==> src/rtl/apb_textmode_pkg.sv <==
// Shared definitions for the APB text-mode writer: register map, control codes,
// FSM states and default screen geometry.
package apb_textmode_pkg;

    localparam int unsigned DEF_COLS = 80;
    localparam int unsigned DEF_ROWS = 60;

    // Byte offsets of the register map
    localparam logic [3:0] DATA_OFF   = 4'h0;
    localparam logic [3:0] CURSOR_OFF = 4'h4;
    localparam logic [3:0] CTRL_OFF   = 4'h8;
    localparam logic [3:0] STATUS_OFF = 4'hC;

    // Control codes that move the cursor instead of printing
    localparam logic [7:0] CHAR_LF = 8'h0A;
    localparam logic [7:0] CHAR_CR = 8'h0D;

    typedef enum logic {
        IDLE,
        CLEAR
    } state_t;

endpackage

==> src/rtl/textmode_cursor.sv <==
// Hardware cursor for the text buffer: linear cell index with advance,
// carriage return, line feed, load and clear. Wraps at the end of the screen.
module textmode_cursor
    import apb_textmode_pkg::*;
#(
    parameter int unsigned COLS   = DEF_COLS,
    parameter int unsigned ROWS   = DEF_ROWS,
    parameter int unsigned CELL_W = $clog2(COLS * ROWS)
) (
    input  logic              clk_i,
    input  logic              rst_ni,
    input  logic              advance_i,
    input  logic              cr_i,
    input  logic              lf_i,
    input  logic              load_i,
    input  logic [CELL_W-1:0] load_val_i,
    input  logic              clear_i,
    output logic [CELL_W-1:0] idx_o
);

    localparam logic [CELL_W-1:0] COLS_W      = CELL_W'(COLS);
    localparam logic [CELL_W-1:0] LAST_CELL   = CELL_W'(COLS * ROWS - 1);
    localparam logic [CELL_W-1:0] LAST_ROW_ST = CELL_W'((ROWS - 1) * COLS);

    logic [CELL_W-1:0] idx_q;
    logic [CELL_W-1:0] idx_d;
    logic [CELL_W-1:0] row_start;
    logic [CELL_W-1:0] next_row;

    // Row arithmetic; the last row is caught before the add so the sum stays on screen
    always_comb begin
        row_start = idx_q - (idx_q % COLS_W);
        if (row_start >= LAST_ROW_ST) begin
            next_row = '0;
        end else begin
            next_row = row_start + COLS_W;
        end
    end

    // Next-state selection; clear from the sweep has the highest priority
    always_comb begin
        idx_d = idx_q;
        if (clear_i) begin
            idx_d = '0;
        end else if (load_i) begin
            idx_d = load_val_i;
        end else if (lf_i) begin
            idx_d = next_row;
        end else if (cr_i) begin
            idx_d = row_start;
        end else if (advance_i) begin
            idx_d = (idx_q == LAST_CELL) ? '0 : idx_q + CELL_W'(1);
        end
    end

    // Cursor register
    always_ff @(posedge clk_i or negedge rst_ni) begin
        if (!rst_ni) begin
            idx_q <= '0;
        end else begin
            idx_q <= idx_d;
        end
    end

    assign idx_o = idx_q;

endmodule

==> src/rtl/apb_textmode_writer.sv <==
// APB3 slave converting register writes into write strobes for the text-mode
// character buffer. Supports a cursor, CR/LF handling and a clear-screen sweep
// that stalls the bus (STATUS stays readable).
// Build option: define APB_TEXTMODE_AUTOCLEAR_EN to start with a clear sweep
// right after reset is released.
module apb_textmode_writer
    import apb_textmode_pkg::*;
#(
    parameter int unsigned COLS      = DEF_COLS,
    parameter int unsigned ROWS      = DEF_ROWS,
    parameter logic [7:0]  FILL_CHAR = 8'h20,
    parameter int unsigned CELL_W    = $clog2(COLS * ROWS)
) (
    input  logic              clk,
    input  logic              rst,
    input  logic              psel_i,
    input  logic              penable_i,
    input  logic              pwrite_i,
    input  logic [3:0]        paddr_i,
    input  logic [31:0]       pwdata_i,
    output logic [31:0]       prdata_o,
    output logic              pready_o,
    output logic              pslverr_o,
    output logic [7:0]        char_o,
    output logic [CELL_W-1:0] addr_o,
    output logic              wen_o
);

    localparam logic [CELL_W-1:0] LAST_CELL = CELL_W'(COLS * ROWS - 1);
    localparam logic [31:0]       NUM_CELLS = 32'(COLS * ROWS);

`ifdef APB_TEXTMODE_AUTOCLEAR_EN
    localparam state_t RESET_STATE = CLEAR;
`else
    localparam state_t RESET_STATE = IDLE;
`endif

    state_t            state_q;
    logic              wen_q;
    logic [7:0]        char_q;
    logic [CELL_W-1:0] addr_q;

    logic              busy;
    logic              access;
    logic              stall;
    logic              err;
    logic              done;
    logic              data_wr;
    logic              cursor_wr;
    logic              ctrl_start;
    logic [7:0]        code;
    logic              is_cr;
    logic              is_lf;
    logic              printable;
    logic              sweep_last;
    logic [CELL_W-1:0] cursor_idx;

    // A pending strobe counts as busy so a new write never overlaps it
    assign busy   = (state_q == CLEAR) | wen_q;
    assign access = psel_i & penable_i;
    assign stall  = busy & (paddr_i != STATUS_OFF);

    assign pready_o  = access & ~stall;
    assign pslverr_o = pready_o & err;
    assign done      = pready_o & ~err;

    // Illegal accesses complete with an error and no side effect
    always_comb begin
        err = 1'b0;
        if (paddr_i[1:0] != 2'b00) begin
            err = 1'b1;
        end else if (pwrite_i && (paddr_i == STATUS_OFF)) begin
            err = 1'b1;
        end else if (pwrite_i && (paddr_i == CURSOR_OFF) && (pwdata_i >= NUM_CELLS)) begin
            err = 1'b1;
        end
    end

    assign code       = pwdata_i[7:0];
    assign is_cr      = (code == CHAR_CR);
    assign is_lf      = (code == CHAR_LF);
    assign printable  = ~is_cr & ~is_lf;
    assign data_wr    = done & pwrite_i & (paddr_i == DATA_OFF);
    assign cursor_wr  = done & pwrite_i & (paddr_i == CURSOR_OFF);
    assign ctrl_start = done & pwrite_i & (paddr_i == CTRL_OFF) & pwdata_i[0];
    assign sweep_last = (state_q == CLEAR) & wen_q & (addr_q == LAST_CELL);

    // Read mux; only CURSOR and STATUS return data
    always_comb begin
        prdata_o = '0;
        if (done && !pwrite_i) begin
            case (paddr_i)
                CURSOR_OFF: prdata_o = 32'(cursor_idx);
                STATUS_OFF: prdata_o = {31'b0, busy};
                default:    prdata_o = '0;
            endcase
        end
    end

    textmode_cursor #(
        .COLS   (COLS),
        .ROWS   (ROWS),
        .CELL_W (CELL_W)
    ) u_cursor (
        .clk_i      (clk),
        .rst_ni     (rst),
        .advance_i  (data_wr & printable),
        .cr_i       (data_wr & is_cr),
        .lf_i       (data_wr & is_lf),
        .load_i     (cursor_wr),
        .load_val_i (pwdata_i[CELL_W-1:0]),
        .clear_i    (sweep_last),
        .idx_o      (cursor_idx)
    );

    // FSM with registered buffer write port; the sweep reuses addr_q as its counter
    always_ff @(posedge clk or negedge rst) begin
        if (!rst) begin
            state_q <= RESET_STATE;
            wen_q   <= 1'b0;
            char_q  <= '0;
            addr_q  <= '0;
        end else begin
            case (state_q)
                IDLE: begin
                    wen_q <= 1'b0;
                    if (data_wr && printable) begin
                        wen_q  <= 1'b1;
                        char_q <= code;
                        addr_q <= cursor_idx;
                    end else if (ctrl_start) begin
                        state_q <= CLEAR;
                        wen_q   <= 1'b1;
                        char_q  <= FILL_CHAR;
                        addr_q  <= '0;
                    end
                end
                CLEAR: begin
                    if (sweep_last) begin
                        state_q <= IDLE;
                        wen_q   <= 1'b0;
                    end else begin
                        // First sweep cycle after an auto-start has no strobe yet
                        wen_q  <= 1'b1;
                        char_q <= FILL_CHAR;
                        addr_q <= wen_q ? addr_q + CELL_W'(1) : '0;
                    end
                end
                default: state_q <= IDLE;
            endcase
        end
    end

    assign wen_o  = wen_q;
    assign char_o = char_q;
    assign addr_o = addr_q;

endmodule

==> config.mk <==
export PLATFORM = sky130hd
export DESIGN_NAME = apb_textmode_writer
export DESIGN_NICKNAME = d
export VERILOG_FILES = /design/src/rtl/apb_textmode_pkg.sv /design/src/rtl/textmode_cursor.sv /design/src/rtl/apb_textmode_writer.sv
export SDC_FILE = /design/constraint.sdc
export NUM_CORES = 1
export LEC_CHECK = 0
export BUFFER_PORTS_ARGS = -buffer_cell sky130_fd_sc_hd__buf_2
export CAP_MARGIN = 20
export CORE_ASPECT_RATIO = 0.5
export CORE_MARGIN = 3
export CORE_UTILIZATION = 35
export DETAILED_ROUTE_END_ITERATION = 10
export PLACE_DENSITY = 0.61
export SYNTH_ARGS = -nofsm -noshare
export SYNTH_HDL_FRONTEND = slang
export SYNTH_SLANG_ARGS = --single-unit
==> constraint.sdc <==
create_clock -name clk -period 10.69 [get_ports clk]
set_input_delay 1.069 -clock clk [delete_from_list [all_inputs] [get_ports clk]]
set_output_delay 1.069 -clock clk [all_outputs]
set_load 0.02 [all_outputs]
==> results.sh, run 1 <==
export IMPL_fin_crit_ns=5.642
export IMPL_die_y_um=81.66
export IMPL_switching_share_pct=35.61
export IMPL_portBuffers=77
export IMPL_synth_warnings=0
export IMPL_clockRootBuffer="clkbuf_16"
export IMPL_worstRegToRegCells=17
export IMPL_synth_distinct_cells=77
export IMPL_peakVddDrop_v=0.00007844
export IMPL_drt_pass1_iterations=5
export IMPL_fin_ws_ns=5.048
export IMPL_drt_iter0_markers=444
export IMPL_core_area_um2=10670
export IMPL_cp_data_arrival_time_ns=5.78
export IMPL_synth_area_leaders="dfrtp_1 (22%), o21ai_0 (4.5%), ha_1 (4.4%)"
export IMPL_crit_type="flip-flop to flip-flop"
export IMPL_fin_crit_sh_pct=52.78
export IMPL_first_global_vias=3802
export IMPL_routabilityCongestion=0.9201
export IMPL_fmax_mhz=177.2
export IMPL_setup_viol=0
export IMPL_crit_required_ns=10.83
export IMPL_hold_violations=0
export IMPL_fin_worst_skew_ns=0.006141
export IMPL_antenna_cells=0
export IMPL_cts_buffers=5
export IMPL_slew_viol_final=0
export IMPL_drive_gt1_share_pct=19.61
export IMPL_avgRoutedWirePerCell_um=17.29
export IMPL_clk_pin_slew_worst_paths_ns=0.06
export IMPL_min_path_cells=1
export IMPL_fin_tns_setup_ns=0
export IMPL_boundaryPins=97
export IMPL_clk_latency_ns=0.28
export IMPL_drc=0
export IMPL_grt_usage_pct=19.16
export IMPL_hp_class="flip-flop to flip-flop"
export IMPL_dr_total_vias=4167
export IMPL_comb_power_share_pct=34.2
export IMPL_worst_pin_slew_ns=0.8490
export IMPL_synth_edff_count=0
export IMPL_cp_max_fo=22
export IMPL_htree_levels=2
export IMPL_cp_end_kind="flip-flop"
export IMPL_yosysTopAreaCell="dfrtp_1"
export IMPL_cts_tree="yes"
export IMPL_pwr_share_seq_pct=33.4
export IMPL_synth_seq_area_share_pct=22.49
export IMPL_post_cts_buffers=0
export IMPL_fin_nets=626
export IMPL_leakagePower_nw=2.004
export IMPL_status="completed"
export IMPL_powerDensity_nw_per_um2=103.9
export IMPL_syn_inst=514
export IMPL_switching_power_mw=0.1680
export IMPL_cap_violations=0
export IMPL_die_width_um=157.3
export IMPL_synth_async_reset_ratio_pct=100.0
export IMPL_gr_total_overflow=0
export IMPL_dp_hpwl_um=9105
export IMPL_dp_slack_ns=5.175
export IMPL_grt_max_degree=37
export IMPL_avgSynthCellArea_um2=7.794
export IMPL_vias_per_cell=5.861
export IMPL_start_util_pct=37.55
export IMPL_cts_resized_gates=0
export IMPL_cts_hold_buf=0
export IMPL_dieArea_um2=12840
export IMPL_netlist_area_leader_share_pct=22.49
export IMPL_p_int_mw=0.3037
export IMPL_maxSlewHeadroom_pct=43.40
export IMPL_areaGrowthSynthToFinish_pct=13.34
export IMPL_ys_ff_latch=36
export IMPL_num_rows=26
export IMPL_clock_sinks=36
export IMPL_startpoint_type="flip-flop"
export IMPL_routed_wl_um=12290
export IMPL_grt_pass1_wl_um=20000
export IMPL_rsz0062_at_grt="false"
export IMPL_ant_nets=0
export IMPL_clockBufferDepth=2
export IMPL_synth_area_um2=4006
export IMPL_clock_power_share_pct=32.3
export IMPL_synthFlopType="dfrtp_1"
export IMPL_antenna_found_initial=0
-- flip-flops by register name, indices dropped and copies added, names as in the netlist --
name            cells
state_q             1
wen_o               1
char_o              8
u_cursor.idx_o     13
addr_o             13
-- cell usage after synthesis, types with 14 or more instances --
library cell,instances
nand2_1,34
ha_1,14
a21oi_1,27
xnor2_1,15
nand3_1,18
nor2_1,35
buf_4,21
and2_1,17
inv_1,20
o21ai_0,36
dfrtp_1,36
clkbuf_1,20
-- worst paths after layout --
path                                               start                              to  slack [ns]
setup / recovery           u_cursor.idx_o[7]$_DFFE_PN0P_  u_cursor.idx_o[12]$_DFFE_PN0P_        5.05
hold / removal                     char_o[2]$_DFFE_PN0P_           char_o[2]$_DFFE_PN0P_        0.50
setup reg to reg           u_cursor.idx_o[7]$_DFFE_PN0P_  u_cursor.idx_o[12]$_DFFE_PN0P_        5.05
hold reg to reg                    char_o[2]$_DFFE_PN0P_           char_o[2]$_DFFE_PN0P_        0.50
max in group asynchronous                            rst  u_cursor.idx_o[12]$_DFFE_PN0P_        9.25
min in group asynchronous                            rst           char_o[1]$_DFFE_PN0P_        0.90
-- area by class of cell --
| cell class | instances | area, µm² |
|---|---|---|
| sequential | 36 | 900.9 |
| clock buffer | 7 | 152.6 |
| inverter | 20 | 75.07 |
| multi-input combinational | 426 | 2814 |
| timing repair buffer | 82 | 422.9 |
| tap | 140 | 175.2 |
| fill | 1106 | 6130 |
-- worst max-delay path, stage by stage (launching register included) --
cell       delay (ns)
dfrtp_1          0.80
nor3b_1          0.16
and3_1           0.23
o32ai_1          0.54
nand2_1          0.23
a311oi_4         0.51
mux2i_1          0.27
a211oi_2         0.09
ha_1             0.38
o21a_1           0.19
o21a_1           0.23
nor2_1           0.11
ha_1             0.26
a21o_2           0.22
a221o_1          0.32
a2111oi_2        0.38
a311oi_1         0.12
a2111oi_2        0.45
-- layout by cell type, fill, tap and decap left out, drive strengths merged, types with 4 or more instances in the layout --
master	netlist	layout
o31ai	4	4
nand3	18	18
nand2	34	34
ha	14	14
inv	20	20
nor4	11	11
dfrtp	36	36
o211ai	8	8
conb	2	24
a221o	9	9
xor2	5	5
o21a	4	4
and3	10	10
or3	8	8
xnor2	15	15
nor3b	11	11
a211o	4	4
buf	32	82
a2111oi	4	4
nor3	11	11
o21ai	38	38
a211oi	8	8
a21oi	27	27
nor2	35	35
and2	18	18
a22oi	8	8
a22o	7	7
a31oi	12	12
o311ai	7	7
nand3b	5	5
nand4	6	6
clkbuf	22	7
a21o	5	5
-- stage by stage --
| step | hold slack, ns | area (µm²) | utilization (%) | std cells | total power [mW] |
|---|---|---|---|---|---|
| after floorplan | 0.5176 | 4089 | - | 536 | 0.2780 |
| after global placement | 0.4829 | 4388 | 41.12 | 704 | 0.3153 |
| after detailed placement | 0.4836 | 4388 | 41.12 | 704 | 0.3176 |
| after CTS | 0.5035 | 4541 | 42.55 | 711 | 0.4710 |
| after global routing | 0.5239 | 4541 | 42.55 | 711 | 0.4965 |
| final | 0.4995 | 4541 | 42.55 | 711 | 0.4716 |
-- power by group through the flow --
stage | clock, mW | sequential (mW) | combinational (mW)
final | 0.153 | 0.158 | 0.161
after global routing | 0.161 | 0.159 | 0.176
after CTS | 0.155 | 0.157 | 0.159
after detailed placement | 0 | 0.160 | 0.158
after global placement | 0 | 0.160 | 0.156
after floorplan | 0 | 0.159 | 0.119
-- cell families (layout without fill, tap and decap cells) --
family	Yosys count	in the layout	share of synthesized area, %
AND/OR/NAND/NOR	192	192	27.30
AO/OA/AOI/OAI	172	172	30.79
buffers and inverters	74	109	9.462
flip-flops	36	36	22.49
XOR/XNOR	20	20	4.372
adder cells (fa/ha/maj)	14	14	4.372
multiplexers	4	4	1.031
other	2	24	0.1875
-- routing by layer --
layer	vias to the layer above	GRT usage, %	wire length [µm]
met3	14	2.105	927
met2	185	28.80	5215
met1	1951	28.97	5974
li1	2017	-	-
met5	-	0	0
met4	0	5.195	176
Power figures use the tool's default switching activity.
==> run 2: changes to the inputs <==
--- a/config.mk
+++ b/config.mk
@@ -5,13 +5,14 @@
 export SDC_FILE = /design/constraint.sdc
 export NUM_CORES = 1
 export LEC_CHECK = 0
+export ABC_AREA = 1
 export BUFFER_PORTS_ARGS = -buffer_cell sky130_fd_sc_hd__buf_2
 export CAP_MARGIN = 20
 export CORE_ASPECT_RATIO = 0.5
 export CORE_MARGIN = 3
 export CORE_UTILIZATION = 35
 export DETAILED_ROUTE_END_ITERATION = 10
-export PLACE_DENSITY = 0.61
+export PLACE_DENSITY = 0.64
 export SYNTH_ARGS = -nofsm -noshare
 export SYNTH_HDL_FRONTEND = slang
 export SYNTH_SLANG_ARGS = --single-unit
==> constraint.sdc (replaced) <==
create_clock -name clk -period 4.6 [get_ports clk]
set_input_delay 0.46 -clock clk [delete_from_list [all_inputs] [get_ports clk]]
set_output_delay 0.46 -clock clk [all_outputs]
set_load 0.02 [all_outputs]
==> results.sh, run 2 <==
export IMPL_die_y_um=79.19
export IMPL_cts_tree="yes"
export IMPL_rsz0062_at_grt="true"
export IMPL_first_global_vias=4041
export IMPL_drive_gt1_share_pct=35.92
export IMPL_portBuffers=77
export IMPL_synth_warnings=0
export IMPL_routabilityCongestion=0.8689
export IMPL_slowest_delay_ns=0.47
export IMPL_crit_path_frequent_cell="nand2_2"
export IMPL_num_rows=26
export IMPL_synthFlopType="dfrtp_1"
export IMPL_startpoint_type="flip-flop"
export IMPL_fmax_mhz=199.9
export IMPL_design_area_um2=5241
export IMPL_netlist_area_leader_share_pct=24.02
export IMPL_layout_commonest_cell="nand2_1"
export IMPL_die_width_um=152.4
export IMPL_vias_per_cell=5.166
export IMPL_grt_max_degree=37
export IMPL_synth_area_um2=3750
export IMPL_violations="setup timing"
export IMPL_fin_worst_skew_ns=0.005877
export IMPL_synth_area_leaders="dfrtp_1 (24%), nand2_1 (11%), inv_1 (7.5%)"
export IMPL_areaGrowthSynthToFinish_pct=39.77
export IMPL_cp_slowest_cell="dfrtp_2"
export IMPL_r2r_start="u_cursor.idx_o[10]$_DFFE_PN0P_"
export IMPL_avgSynthCellArea_um2=6.476
export IMPL_fin_nets=775
export IMPL_synthTopCellsByCount="nand2_1 (110), inv_1 (75), o21ai_0 (51)"
export IMPL_worst_pin_slew_ns=0.8402
export IMPL_leakagePower_nw=2.659
export IMPL_cts_buffers=5
export IMPL_clock_sinks=36
export IMPL_clockRootBuffer="clkbuf_16"
export IMPL_htree_levels=2
export IMPL_peakVddDrop_v=0.0001829
export IMPL_grt_pass1_wl_um=19520
export IMPL_antenna_cells=0
export IMPL_cts_hold_buf=0
export IMPL_dieArea_um2=12070
export IMPL_yosys_cell_count_top_type="nand2_1"
export IMPL_yosysTopAreaCell="dfrtp_1"
export IMPL_powerDensity_nw_per_um2=221.1
export IMPL_crit_required_ns=4.74
export IMPL_synth_edff_count=0
export IMPL_antenna_found_initial=0
export IMPL_synth_seq_area_share_pct=24.02
export IMPL_start_util_pct=36.36
export IMPL_drt_iter0_markers=325
export IMPL_setup_viol=10
export IMPL_boundaryPins=97
export IMPL_timing_rr_end="u_cursor.idx_o[9]$_DFFE_PN0P_"
export IMPL_cap_violations=0
export IMPL_gr_total_overflow=0
export IMPL_maxSlewHeadroom_pct=43.99
export IMPL_clockBufferDepth=2
export IMPL_grt_usage_pct=19.39
export IMPL_hold_violations=0
export IMPL_avgRoutedWirePerCell_um=14.36
export IMPL_hp_class="primary input to async pin"
export IMPL_core_area_um2=10310
export IMPL_clk_latency_ns=0.28
export IMPL_syn_inst=579
export IMPL_cp_top_family="simple AND/OR/NAND/NOR gates"
export IMPL_cp_end_kind="flip-flop"
export IMPL_fin_ws_ns=-0.4020
export IMPL_fin_crit_sh_pct=108.7
export IMPL_r2r_slack_ns=-0.40
export IMPL_routed_wl_um=12370
export IMPL_slew_viol_final=0
export IMPL_cp_data_arrival_time_ns=5.15
export IMPL_cp_max_fo=6
export IMPL_dr_total_vias=4448
export IMPL_final_cell_mix="nand2_1 (90), buf_2 (77), inv_1 (69), buf_4 (65), o21ai_0 (38)"
export IMPL_drc=0
export IMPL_postPlaceCellArea_um2=4591
export IMPL_dp_hpwl_um=9032
export IMPL_fin_crit_ns=5.002
export IMPL_ys_ff_latch=36
export IMPL_worst_path_stages=42
export IMPL_synth_async_reset_ratio_pct=100.0
export IMPL_clk_pin_slew_worst_paths_ns=0.06
export IMPL_drt_pass1_iterations=5
export IMPL_synth_distinct_cells=45
export IMPL_finalPower_mw=1.159
export IMPL_crit_buf_inv=6
export IMPL_crit_type="flip-flop to flip-flop"
export IMPL_status="finished with violations"
export IMPL_worstRegToRegCells=42
export IMPL_ant_nets=0
==> run 2: cell types whose count changed after synthesis, moves of 9 or more <==
| cell | before | now |
|---|---|---|
| a221o_1 | 9 | 0 |
| and2_1 | 17 | 0 |
| and3_1 | 10 | 0 |
| clkbuf_1 | 20 | 9 |
| inv_1 | 20 | 75 |
| nand2_1 | 34 | 110 |
| nand2_2 | 0 | 20 |
| nand3_1 | 18 | 39 |
| nor3_1 | 11 | 29 |
| nor3b_1 | 11 | 0 |
| o21ai_0 | 36 | 51 |
| xnor2_1 | 15 | 2 |
==> run 2: repair_timing <==
item,in CTS,in global routing
cloned,1,0
pin swaps,28,26
endpoints found under the hold margin,0,0
endpoints found under the setup margin,10,10
buffers inserted,12,6
gates resized for setup,49,43
==> run 2: per-stage QoR <==
| step | setup TNS (ns) | util, % | instances | setup slack (ns) | hold slack [ns] |
|---|---|---|---|---|---|
| 2_1_floorplan | -0.001691 | - | 601 | -0.001691 | 0.1644 |
| 3_3_place_gp | -2.012 | 44.52 | 834 | -0.2687 | 0.4754 |
| 3_5_place_dp | -3.225 | 44.52 | 834 | -0.3847 | 0.4825 |
| 4_1_cts | -1.771 | 48.68 | 855 | -0.2173 | 0.3148 |
| 5_1_grt | -6.453 | 50.82 | 861 | -0.6713 | 0.3457 |
| 6_report | -3.488 | 50.82 | 861 | -0.4020 | 0.2820 |
==> run 2: logic make-up after synthesis <==
kind of cell	share of synthesized area, %
flip-flops	24.02
AO/OA/AOI/OAI	19.39
adder cells (fa/ha/maj)	4.671
XOR/XNOR	2.803
AND/OR/NAND/NOR	34.64
buffers and inverters	14.28
other	0.2003
==> run 2: worst max-delay path by stage <==
stage                                        start                            end  slack, ns
floorplan           u_cursor.idx_o[10]$_DFFE_PN0P_  u_cursor.idx_o[3]$_DFFE_PN0P_     -0.002
global placement    u_cursor.idx_o[11]$_DFFE_PN0P_  u_cursor.idx_o[9]$_DFFE_PN0P_      -0.27
detailed placement  u_cursor.idx_o[10]$_DFFE_PN0P_  u_cursor.idx_o[9]$_DFFE_PN0P_      -0.38
CTS                 u_cursor.idx_o[11]$_DFFE_PN0P_  u_cursor.idx_o[9]$_DFFE_PN0P_      -0.22
global route        u_cursor.idx_o[10]$_DFFE_PN0P_  u_cursor.idx_o[8]$_DFFE_PN0P_      -0.67
finish              u_cursor.idx_o[10]$_DFFE_PN0P_  u_cursor.idx_o[9]$_DFFE_PN0P_      -0.40
==> run 2: final cells by class <==
| cell class | count | area (µm²) |
|---|---|---|
| Clock buffer | 5 | 125.1 |
| Clock inverter | 3 | 42.54 |
| Fill cell | 1008 | 5071 |
| Inverter | 88 | 334.1 |
| Multi-Input combinational cell | 446 | 2775 |
| Sequential cell | 36 | 904.6 |
| Tap cell | 140 | 175.2 |
| Timing Repair Buffer | 143 | 884.6 |
==> run 2: worst register-to-register path: cells and delay by family, from the launching register on <==
family,cells,cell delay (ns)
AO/OA/AOI/OAI,11,1.50
adder cells (fa/ha/maj),1,0.28
XOR/XNOR,1,0.23
flip-flops,1,0.47
buffers and inverters,6,0.59
AND/OR/NAND/NOR,23,1.76
==> run 2: report_power, final <==
| part | total, mW | switching [mW] | internal, mW |
|---|---|---|---|
| logic | 0.343 | 0.223 | 0.120 |
| clock network | 0.390 | 0.135 | 0.254 |
| registers | 0.426 | 0.0558 | 0.371 |
==> run 2: per-layer routing <==
layer	track usage (%)	part of all wire (%)	up-vias	wire, µm
li1	-	-	2193	-
met2	31.28	45	153	5581
met4	4.933	1.5	0	180
met1	27.69	47	2081	5755
met5	0	0	-	0
met3	2.341	6.8	21	847
==> run 3: changes to the inputs <==
--- a/config.mk
+++ b/config.mk
@@ -10,9 +10,11 @@
 export CAP_MARGIN = 20
 export CORE_ASPECT_RATIO = 0.5
 export CORE_MARGIN = 3
-export CORE_UTILIZATION = 35
+export CORE_UTILIZATION = 30
 export DETAILED_ROUTE_END_ITERATION = 10
-export PLACE_DENSITY = 0.64
+export PLACE_DENSITY = 0.57
+export RECOVER_POWER = 100
 export SYNTH_ARGS = -nofsm -noshare
 export SYNTH_HDL_FRONTEND = slang
 export SYNTH_SLANG_ARGS = --single-unit
+export TNS_END_PERCENT = 100
==> results.sh, run 3 (synthesis gave the netlist of run 2 again) <==
export IMPL_clockRootBuffer="clkbuf_16"
export IMPL_cp_data_arrival_time_ns=5.23
export IMPL_drc=0
export IMPL_rsz0062_at_grt="true"
export IMPL_comb_power_share_pct=29.0
export IMPL_pwr_share_seq_pct=38.5
export IMPL_setup_viol=10
export IMPL_finalPower_mw=1.122
export IMPL_areaGrowthSynthToFinish_pct=38.27
export IMPL_routed_wl_um=12550
export IMPL_grt_pass1_wl_um=20110
export IMPL_layout_commonest_cell="nand2_1"
export IMPL_fin_crit_sh_pct=110.0
export IMPL_die_width_um=164.1
export IMPL_final_cells=881
export IMPL_clockBufferDepth=2
export IMPL_cap_violations=1
export IMPL_hold_violations=0
export IMPL_slowest_delay_ns=0.48
export IMPL_antenna_cells=0
export IMPL_fmax_mhz=197.6
export IMPL_final_cell_mix="nand2_1 (97), inv_1 (73), buf_4 (58), clkbuf_1 (40), buf_2 (39)"
export IMPL_cts_buffers=5
export IMPL_clock_power_share_pct=32.5
export IMPL_peakVddDrop_v=0.0001836
export IMPL_leakagePower_nw=2.532
export IMPL_fin_worst_skew_ns=0.006390
export IMPL_vias_per_cell=4.883
export IMPL_grt_usage_pct=17.82
export IMPL_drive_gt1_share_pct=28.77
export IMPL_violations="capacitance limit, slew limit, setup timing"
export IMPL_crit_path_frequent_cell="nand2_4"
export IMPL_p_int_mw=0.6911
export IMPL_clk_pin_slew_worst_paths_ns=0.06
export IMPL_switching_power_mw=0.4306
export IMPL_crit_required_ns=4.77
export IMPL_ant_nets=0
export IMPL_cts_tree="yes"
export IMPL_die_y_um=85.06
export IMPL_cp_end_kind="flip-flop"
export IMPL_fin_ws_ns=-0.4617
export IMPL_htree_levels=2
export IMPL_fin_crit_ns=5.062
export IMPL_dr_total_vias=4302
export IMPL_startpoint_type="flip-flop"
export IMPL_crit_type="flip-flop to flip-flop"
export IMPL_dieArea_um2=13960
export IMPL_core_area_um2=12020
export IMPL_powerDensity_nw_per_um2=216.3
export IMPL_hp_class="primary input to flip-flop"
export IMPL_routabilityCongestion=0.8337
export IMPL_status="finished with violations"
export IMPL_first_global_vias=4042
export IMPL_gr_total_overflow=0
export IMPL_cp_slowest_cell="dfrtp_2"
export IMPL_num_rows=28
export IMPL_fin_nets=770
export IMPL_clock_sinks=36
export IMPL_drt_iter0_markers=258
export IMPL_maxSlewHeadroom_pct=-38.18
export IMPL_worst_pin_slew_ns=2.073
export IMPL_start_util_pct=31.21
export IMPL_dp_hpwl_um=9364
export IMPL_boundaryPins=97
export IMPL_antenna_found_initial=0
export IMPL_drt_pass1_iterations=5
export IMPL_cp_max_fo=6
export IMPL_switching_share_pct=38.39
export IMPL_portBuffers=77
export IMPL_avgRoutedWirePerCell_um=14.24
export IMPL_grt_max_degree=37
export IMPL_finish_utilization_pct=43.15
export IMPL_place_inst=861
export IMPL_slew_viol_final=37
export IMPL_clk_latency_ns=0.29
[run 3: cell types whose count changed in the layout (fill, tap and decap cells not counted), moves of 5 or more]
cell and change:
nand2_2 -12, inv_2 -5, clkbuf_1 +40, nand2_1 +7, buf_2 -38, buf_4 -7
nand2_4 +5
[run 3: repair_timing]
item,in CTS,in global routing
hold buffers,0,0
gates cloned,1,0
endpoints found under the setup margin,10,10
pin swaps,22,30
resized for setup,52,42
setup buffers,5,6
[run 3: routing by layer]
metal / global-route usage (%) / up-vias / part of all wire, %
met4: 3.300 / 0 / 0.82
met5: 0 / - / 0
li1: - / 2183 / -
met2: 28.45 / 133 / 44
met3: 2.535 / 10 / 5.9
met1: 25.82 / 1976 / 49
[run 3: final cells by class]
| cell class | instances | area, µm² |
|---|---|---|
| clock buffers | 7 | 142.6 |
| clock inverters | 1 | 7.507 |
| fillers | 1283 | 6832 |
| inverters | 88 | 337.8 |
| multi-input cells | 446 | 2788 |
| flip-flops and latches | 36 | 903.4 |
| well taps | 165 | 206.4 |
| repair buffers | 138 | 799.5 |
[run 3: worst paths after layout]
check                                          startpoint                             end  slack, ns  cells after the start
hold / removal                                pwdata_i[4]           char_o[4]$_DFFE_PN0P_       0.47                      2
setup reg to reg           u_cursor.idx_o[10]$_DFFE_PN0P_   u_cursor.idx_o[5]$_DFFE_PN0P_      -0.46                     44
hold reg to reg                     char_o[1]$_DFFE_PN0P_           char_o[1]$_DFFE_PN0P_       0.49                      2
min in group asynchronous                             rst   u_cursor.idx_o[7]$_DFFE_PN0P_       0.76                      1
setup / recovery           u_cursor.idx_o[10]$_DFFE_PN0P_   u_cursor.idx_o[5]$_DFFE_PN0P_      -0.46                     44
max in group asynchronous                             rst  u_cursor.idx_o[11]$_DFFE_PN0P_       2.49                      1
[run 3: worst max-delay path: cells and delay by family (launching register included)]
kind	cells	cell delay, ns
simple gates	30	2.49
flops	1	0.48
xor+xnor	1	0.17
buf+inv	5	0.42
compound gates	7	1.07
fa+ha+maj	1	0.28
[run 3: power groups by stage]
| stage | Clock [mW] | Sequential, mW | Combinational (mW) |
|---|---|---|---|
| after global routing | 0.388 | 0.440 | 0.363 |
| final | 0.364 | 0.432 | 0.325 |
| after CTS | 0.367 | 0.430 | 0.337 |
| after global placement | 0 | 0.434 | 0.325 |
| after floorplan | 0 | 0.487 | 0.153 |
| after detailed placement | 0 | 0.434 | 0.327 |
[run 3: per-stage QoR]
stage	area, µm²	setup slack [ns]	TNS [ns]	hold slack [ns]
detailed placement	4637	-0.4188	-3.399	0.4796
global placement	4637	-0.3057	-2.310	0.4747
CTS	5011	-0.2168	-1.694	0.3203
global route	5185	-0.7823	-7.103	0.4774
finish	5185	-0.4617	-3.747	0.4732
floorplan	3885	-0.001691	-0.001691	0.1644
